**src/rtl/sincos_cordic.sv**
```systemverilog
// Sequential CORDIC sine/cosine generator.
// One micro-rotation per clock on guard-extended x/y/z registers, then a
// single finishing cycle that folds the quadrant back in and clamps each
// result symmetrically to the signed output range.
module sincos_cordic #(
  parameter int WIDTH = 16,
  parameter int ITER  = WIDTH
) (
  input  logic             clk,
  input  logic             n_rst,
  input  logic             start,
  input  logic [1:0]       mode,
  input  logic [WIDTH-1:0] angle,
  output logic             busy,
  output logic             done,
  output logic [WIDTH-1:0] sin_result,
  output logic [WIDTH-1:0] cos_result
);

  localparam int XW = WIDTH + 2;
  localparam int CW = $clog2(ITER + 1);

  // CORDIC gain compensation 0.6072529 in Q0.32, pre-scaled to 2^(WIDTH-1).
  localparam logic [31:0]          K_Q32     = 32'h9B74EDA8;
  localparam logic signed [XW-1:0] X_INIT    = XW'(K_Q32 >> (33 - WIDTH));
  localparam logic signed [XW-1:0] MAX_MAG   = XW'((2 ** (WIDTH - 1)) - 1);
  localparam logic [CW-1:0]        LAST_ITER = CW'(ITER - 1);

  // atan(2^-i) / (2*pi) * 2^32, one full turn = 2^32.
  localparam logic [31:0] ATAN_TABLE [0:31] = '{
    32'h20000000, 32'h12E4051E, 32'h09FB385B, 32'h051111D4,
    32'h028B0D43, 32'h0145D7E1, 32'h00A2F61E, 32'h00517C55,
    32'h0028BE53, 32'h00145F2F, 32'h000A2F98, 32'h000517CC,
    32'h00028BE6, 32'h000145F3, 32'h0000A2FA, 32'h0000517D,
    32'h000028BE, 32'h0000145F, 32'h00000A30, 32'h00000518,
    32'h0000028C, 32'h00000146, 32'h000000A3, 32'h00000051,
    32'h00000029, 32'h00000014, 32'h0000000A, 32'h00000005,
    32'h00000003, 32'h00000001, 32'h00000001, 32'h00000000
  };

  typedef enum logic [1:0] {IDLE, ROTATE, FINISH} stateT;

  stateT                 r_state;
  stateT                 w_nextState;
  logic [CW-1:0]         r_iter;
  logic signed [XW-1:0]  r_x;
  logic signed [XW-1:0]  r_y;
  logic signed [XW-1:0]  r_z;
  logic [1:0]            r_quad;
  logic [1:0]            r_mode;
  logic                  r_done;
  logic [WIDTH-1:0]      r_sin;
  logic [WIDTH-1:0]      r_cos;

  logic [4:0]            w_tabIdx;
  logic signed [XW-1:0]  w_atan;
  logic signed [XW-1:0]  w_xShift;
  logic signed [XW-1:0]  w_yShift;
  logic                  w_zNeg;
  logic signed [XW-1:0]  w_sinPre;
  logic signed [XW-1:0]  w_cosPre;

  assign w_tabIdx = 5'(r_iter);
  assign w_atan   = XW'(ATAN_TABLE[w_tabIdx] >> (32 - WIDTH));
  assign w_xShift = r_x >>> r_iter;
  assign w_yShift = r_y >>> r_iter;
  assign w_zNeg   = r_z[XW-1];

  assign busy       = (r_state != IDLE);
  assign done       = r_done;
  assign sin_result = r_sin;
  assign cos_result = r_cos;

  // x and y already sit at output scale; the two guard bits are integer
  // headroom, so narrowing is exact and only needs the symmetric clamp
  // that keeps -2^(WIDTH-1) out of the result.
  function automatic logic [WIDTH-1:0] clampToOutput(input logic signed [XW-1:0] v);
    logic signed [XW-1:0] lim;
    if (v > MAX_MAG)       lim = MAX_MAG;
    else if (v < -MAX_MAG) lim = -MAX_MAG;
    else                   lim = v;
    return lim[WIDTH-1:0];
  endfunction

  // State register.
  always_ff @(posedge clk or negedge n_rst) begin
    if (!n_rst) r_state <= IDLE;
    else        r_state <= w_nextState;
  end

  // Next-state logic: start is only looked at while idle.
  always_comb begin
    w_nextState = r_state;
    case (r_state)
      IDLE:    if (start) w_nextState = ROTATE;
      ROTATE:  if (r_iter == LAST_ITER) w_nextState = FINISH;
      FINISH:  w_nextState = IDLE;
      default: w_nextState = IDLE;
    endcase
  end

  // Quadrant fold-back: the rotation only covers the first quarter turn.
  always_comb begin
    w_sinPre = r_y;
    w_cosPre = r_x;
    case (r_quad)
      2'd0: begin w_sinPre = r_y;  w_cosPre = r_x;  end
      2'd1: begin w_sinPre = r_x;  w_cosPre = -r_y; end
      2'd2: begin w_sinPre = -r_y; w_cosPre = -r_x; end
      default: begin w_sinPre = -r_x; w_cosPre = r_y; end
    endcase
  end

  // Datapath: load on accept, rotate once per cycle, publish on finish.
  always_ff @(posedge clk or negedge n_rst) begin
    if (!n_rst) begin
      r_iter <= '0;
      r_x    <= '0;
      r_y    <= '0;
      r_z    <= '0;
      r_quad <= '0;
      r_mode <= '0;
      r_done <= 1'b0;
      r_sin  <= '0;
      r_cos  <= '0;
    end else begin
      r_done <= 1'b0;
      case (r_state)
        IDLE: begin
          if (start) begin
            r_quad <= angle[WIDTH-1:WIDTH-2];
            r_mode <= mode;
            r_x    <= X_INIT;
            r_y    <= '0;
            r_z    <= {4'b0000, angle[WIDTH-3:0]};
            r_iter <= '0;
          end
        end
        ROTATE: begin
          if (!w_zNeg) begin
            r_x <= r_x - w_yShift;
            r_y <= r_y + w_xShift;
            r_z <= r_z - w_atan;
          end else begin
            r_x <= r_x + w_yShift;
            r_y <= r_y - w_xShift;
            r_z <= r_z + w_atan;
          end
          r_iter <= r_iter + CW'(1);
        end
        FINISH: begin
          r_done <= 1'b1;
          if (r_mode != 2'b01) r_sin <= clampToOutput(w_sinPre);
          if (r_mode != 2'b00) r_cos <= clampToOutput(w_cosPre);
        end
        default: ;
      endcase
    end
  end

endmodule
```
**config.mk**
```make
export PLATFORM = sky130hd
export DESIGN_NAME = sincos_cordic
export DESIGN_NICKNAME = d
export VERILOG_FILES = /design/src/rtl/sincos_cordic.sv
export SDC_FILE = /design/constraint.sdc
export NUM_CORES = 1
export LEC_CHECK = 0
export BUFFER_PORTS_ARGS = -buffer_cell sky130_fd_sc_hd__buf_2
export CORE_UTILIZATION = 50
export DETAILED_ROUTE_END_ITERATION = 16
export PLACE_DENSITY = 0.67
export SLEW_MARGIN = 15
export SYNTH_ARGS = -nofsm -noshare
export SYNTH_HDL_FRONTEND = slang
export SYNTH_SLANG_ARGS = --single-unit
```
**constraint.sdc**
```tcl
create_clock -name clk -period 15.4 [get_ports clk]
set_input_delay 1.54 -clock clk [delete_from_list [all_inputs] [get_ports clk]]
set_output_delay 1.54 -clock clk [all_outputs]
set_load 0.05 [all_outputs]
```
==> flow_summary.json <==
{
  "syn-instance-count": 1348,
  "firstDrtPassIters": 5,
  "grt_pass1_vias": 9506,
  "hold_start": "r_iter[0]",
  "cts.sinks": 98,
  "drive_gt1_frac": 0.129,
  "viasPerCell": 6.45,
  "io_pins": 55,
  "numCtsBuffers": 9,
  "cts_tree": "done",
  "holdBufCountCts": 0,
  "synthAdderAreaFrac": 0.0760,
  "place_congestion": 0.933,
  "drcViolationCount": 0,
  "antenna_found_initial": 0,
  "synth_edf_count": 0,
  "synth_compound_area_frac": 0.211,
  "syn-mean-instance-area_sq_um": 8.28,
  "worstPathArrival_ns": 5.95,
  "grt_max_degree": 67,
  "dp.cells": 1592,
  "max_freq_mhz": 175,
  "yosys.area_share.simple": 0.189,
  "grt_usage": 0.294,
  "antenna_left": 0,
  "critPathBufInv": 1,
  "grt_overflow": 0,
  "setup_viol": 0,
  "rsz0062_at_grt": "false",
  "final_common_cell": "nor2_1",
  "avgRoutedWirePerCell_um": 20.4,
  "worstSetupPathType": "register to register",
  "dieHeight_um": 151,
  "grt_pass1_wl_mm": 51.9,
  "setup_ws_ns": 9.69,
  "ys_ff_latch": 98,
  "hpwl_mm": 23.4,
  "status": "finished, final reports clean",
  "first_iter_violations": 761,
  "crit_fanout": 66,
  "cp-end-kind": "register",
  "crit_chain": "buf_4 > mux4_1 > mux2_2 > a221oi_1 > ha_1 > nor2_1 > xor2_1 > ha_1 > nor2b_1 > o21ai_0 > a21boi_0 > o21a_1 > o21ai_0 > a211oi_1 > or4b_2 > a31oi_1 > xor2_1 > o21ai_0",
  "synth_xor_area_frac": 0.0981,
  "totalWireLength_mm": 32.8,
  "synth_area_sq_mm": 0.0112,
  "syn_to_final_growth_pct": 5.72,
  "core_area_sq_mm": 0.0218,
  "synth_cell_types": 77,
  "diodes": 0,
  "finClkSkew_ns": 0.0181,
  "portBuffers": 54,
  "cap_violations": 0,
  "worstSkewPairLatency_ns": 0.37,
  "post_cts_buffers": 0,
  "crit_start": "r_iter[0]",
  "htreeDepth": 3,
  "crit_top_cell": "o21ai_0",
  "hold_ws_ns": 0.484,
  "die_w_um": 151,
  "die-area_sq_mm": 0.0229,
  "initial_core_util": 0.511,
  "clk_path_buf_depth": 2,
  "regArea_sq_mm": 0.00246,
  "crit_family": "compound AO/OA/AOI/OAI gates",
  "cts_resized": 0,
  "syn_nets": 1435,
  "final_cell_mix": "nor2_1, nand2_1, o21ai_0, dfrtp_1, a21oi_1",
  "cts-root-buf": "clkbuf_16",
  "multiInputGateArea_sq_mm": 0.00814,
  "cp_data_required_time_ns": 15.64,
  "relSlewSlack": 0.181,
  "cp_slowest_cell": "mux4_1",
  "fin_crit_ns": 5.71,
  "nNetsFinal": 1410,
  "cts.clk_slew.worst_paths_ns": 0.08,
  "finalNonFillerCells": 1608,
  "holdCritPathClass": "register to register",
  "yosys_most_used_dff": "dfrtp_1",
  "finalMaxSlewViolations": 0,
  "async_flop_share": 1.00,
  "yosysSeqAreaShare": 0.220,
  "rows": 54,
  "fin_crit_sh": 0.371,
  "max_stage_delay_ns": 0.68,
  "synthMuxAreaShare": 0.154,
  "cp-start-kind": "register",
  "place_ws_ns": 9.78,
  "synth_warnings": 0,
  "hold_viol_final": 0,
  "fillCellCount": 2078,
  "worst_slew_pin_slew_ns": 1.22,
  "synth_top_family_by_area": "compound AO/OA/AOI/OAI gates",
  "rr_startpoint": "r_iter[0]",
  "tns_ns": 0,
  "num_vias": 10400
}
[metrics by stage]
stage	util	cell area (sq um)
6_report	0.541	11800
5_1_grt	0.541	11800
4_1_cts	0.541	11800
3_5_place_dp	0.527	11500
3_3_place_gp	0.527	11500
2_1_floorplan	-	11200
[flip-flops by register name, summed over array words and instances, names as in the netlist]
name and flops:
cos_result 16, done 1, r_iter 5, r_mode 2
r_quad 2, r_state 2, r_x 18, r_y 18
r_z 18, sin_result 16
[worst paths after layout]
path	to	slack, ns	cells after the start
worst max-delay path	r_y[14]	9.69	18
worst min-delay path	r_iter[0]	0.48	1
worst max register to register	r_y[14]	9.69	18
worst min register to register	r_iter[0]	0.48	1
min in group asynchronous	done	1.15	1
max in group asynchronous	r_quad[0]	13.06	2
[cells in the mapped netlist, types with 10 or more instances]
cell type / instances / area (sq um)
and2_1: 12 / 75.1
buf_1: 18 / 67.6
nand2b_1: 19 / 119
a21oi_1: 91 / 455
clkbuf_1: 81 / 304
o21ai_0: 99 / 495
mux4_2: 34 / 766
inv_1: 33 / 124
o21a_1: 11 / 82.6
a22oi_1: 13 / 97.6
nand2_1: 112 / 420
nor2b_1: 11 / 68.8
ha_1: 63 / 788
mux2_2: 21 / 236
a31oi_1: 30 / 188
or3_1: 13 / 81.3
mux4_1: 16 / 420
mux2i_1: 28 / 280
nor3_1: 29 / 145
a21o_1: 18 / 135
nor2_1: 128 / 480
dfrtp_1: 98 / 2450
nand3_1: 48 / 240
xnor2_1: 69 / 604
o22ai_1: 23 / 144
o21bai_1: 10 / 75.1
xor2_1: 56 / 490
o31ai_1: 23 / 173
[cell type report]
class | count | area share
Multi-Input combinational cell | 1105 | 0.690
Sequential cell | 98 | 0.208
Timing Repair Buffer | 75 | 0.0365
Tap cell | 280 | 0.0297
Clock buffer | 9 | 0.0191
Inverter | 34 | 0.0108
Clock inverter | 7 | 0.00594
[layer usage]
| metal | global-route usage | part of all wire | vias up |
|---|---|---|---|
| li1 | - | - | 4900 |
| met5 | 0 | 0 | - |
| met3 | 0.0352 | 0.061 | 67 |
| met1 | 0.384 | 0.43 | 4979 |
| met4 | 0.120 | 0.035 | 0 |
| met2 | 0.489 | 0.47 | 432 |
[logic make-up (layout without fill, tap and decap cells)]
| kind of cell | after synthesis | after routing |
|---|---|---|
| buffers and inverters | 145 | 125 |
| adders and majority gates | 66 | 66 |
| DFF | 98 | 98 |
| muxes | 100 | 100 |
| AOI/OAI and AO/OA | 378 | 378 |
| and+or+nand+nor | 436 | 436 |
| xor gates and xnor gates | 125 | 125 |
[worst register-to-register path, stage by stage, from the launching register on]
cell and delay, ns:
dfrtp_2 0.35, buf_4 0.64, mux4_1 0.71, mux2_2 0.29
a221oi_1 0.45, ha_1 0.24, nor2_1 0.06, xor2_1 0.16
ha_1 0.35, nor2b_1 0.15, o21ai_0 0.22, a21boi_0 0.17
o21a_1 0.20, o21ai_0 0.29, a211oi_1 0.19, or4b_2 0.66
a31oi_1 0.23, xor2_1 0.15, o21ai_0 0.08
Power is not shown: default switching activity piles up to over one toggle a cycle in this logic, so the estimate is an artifact.
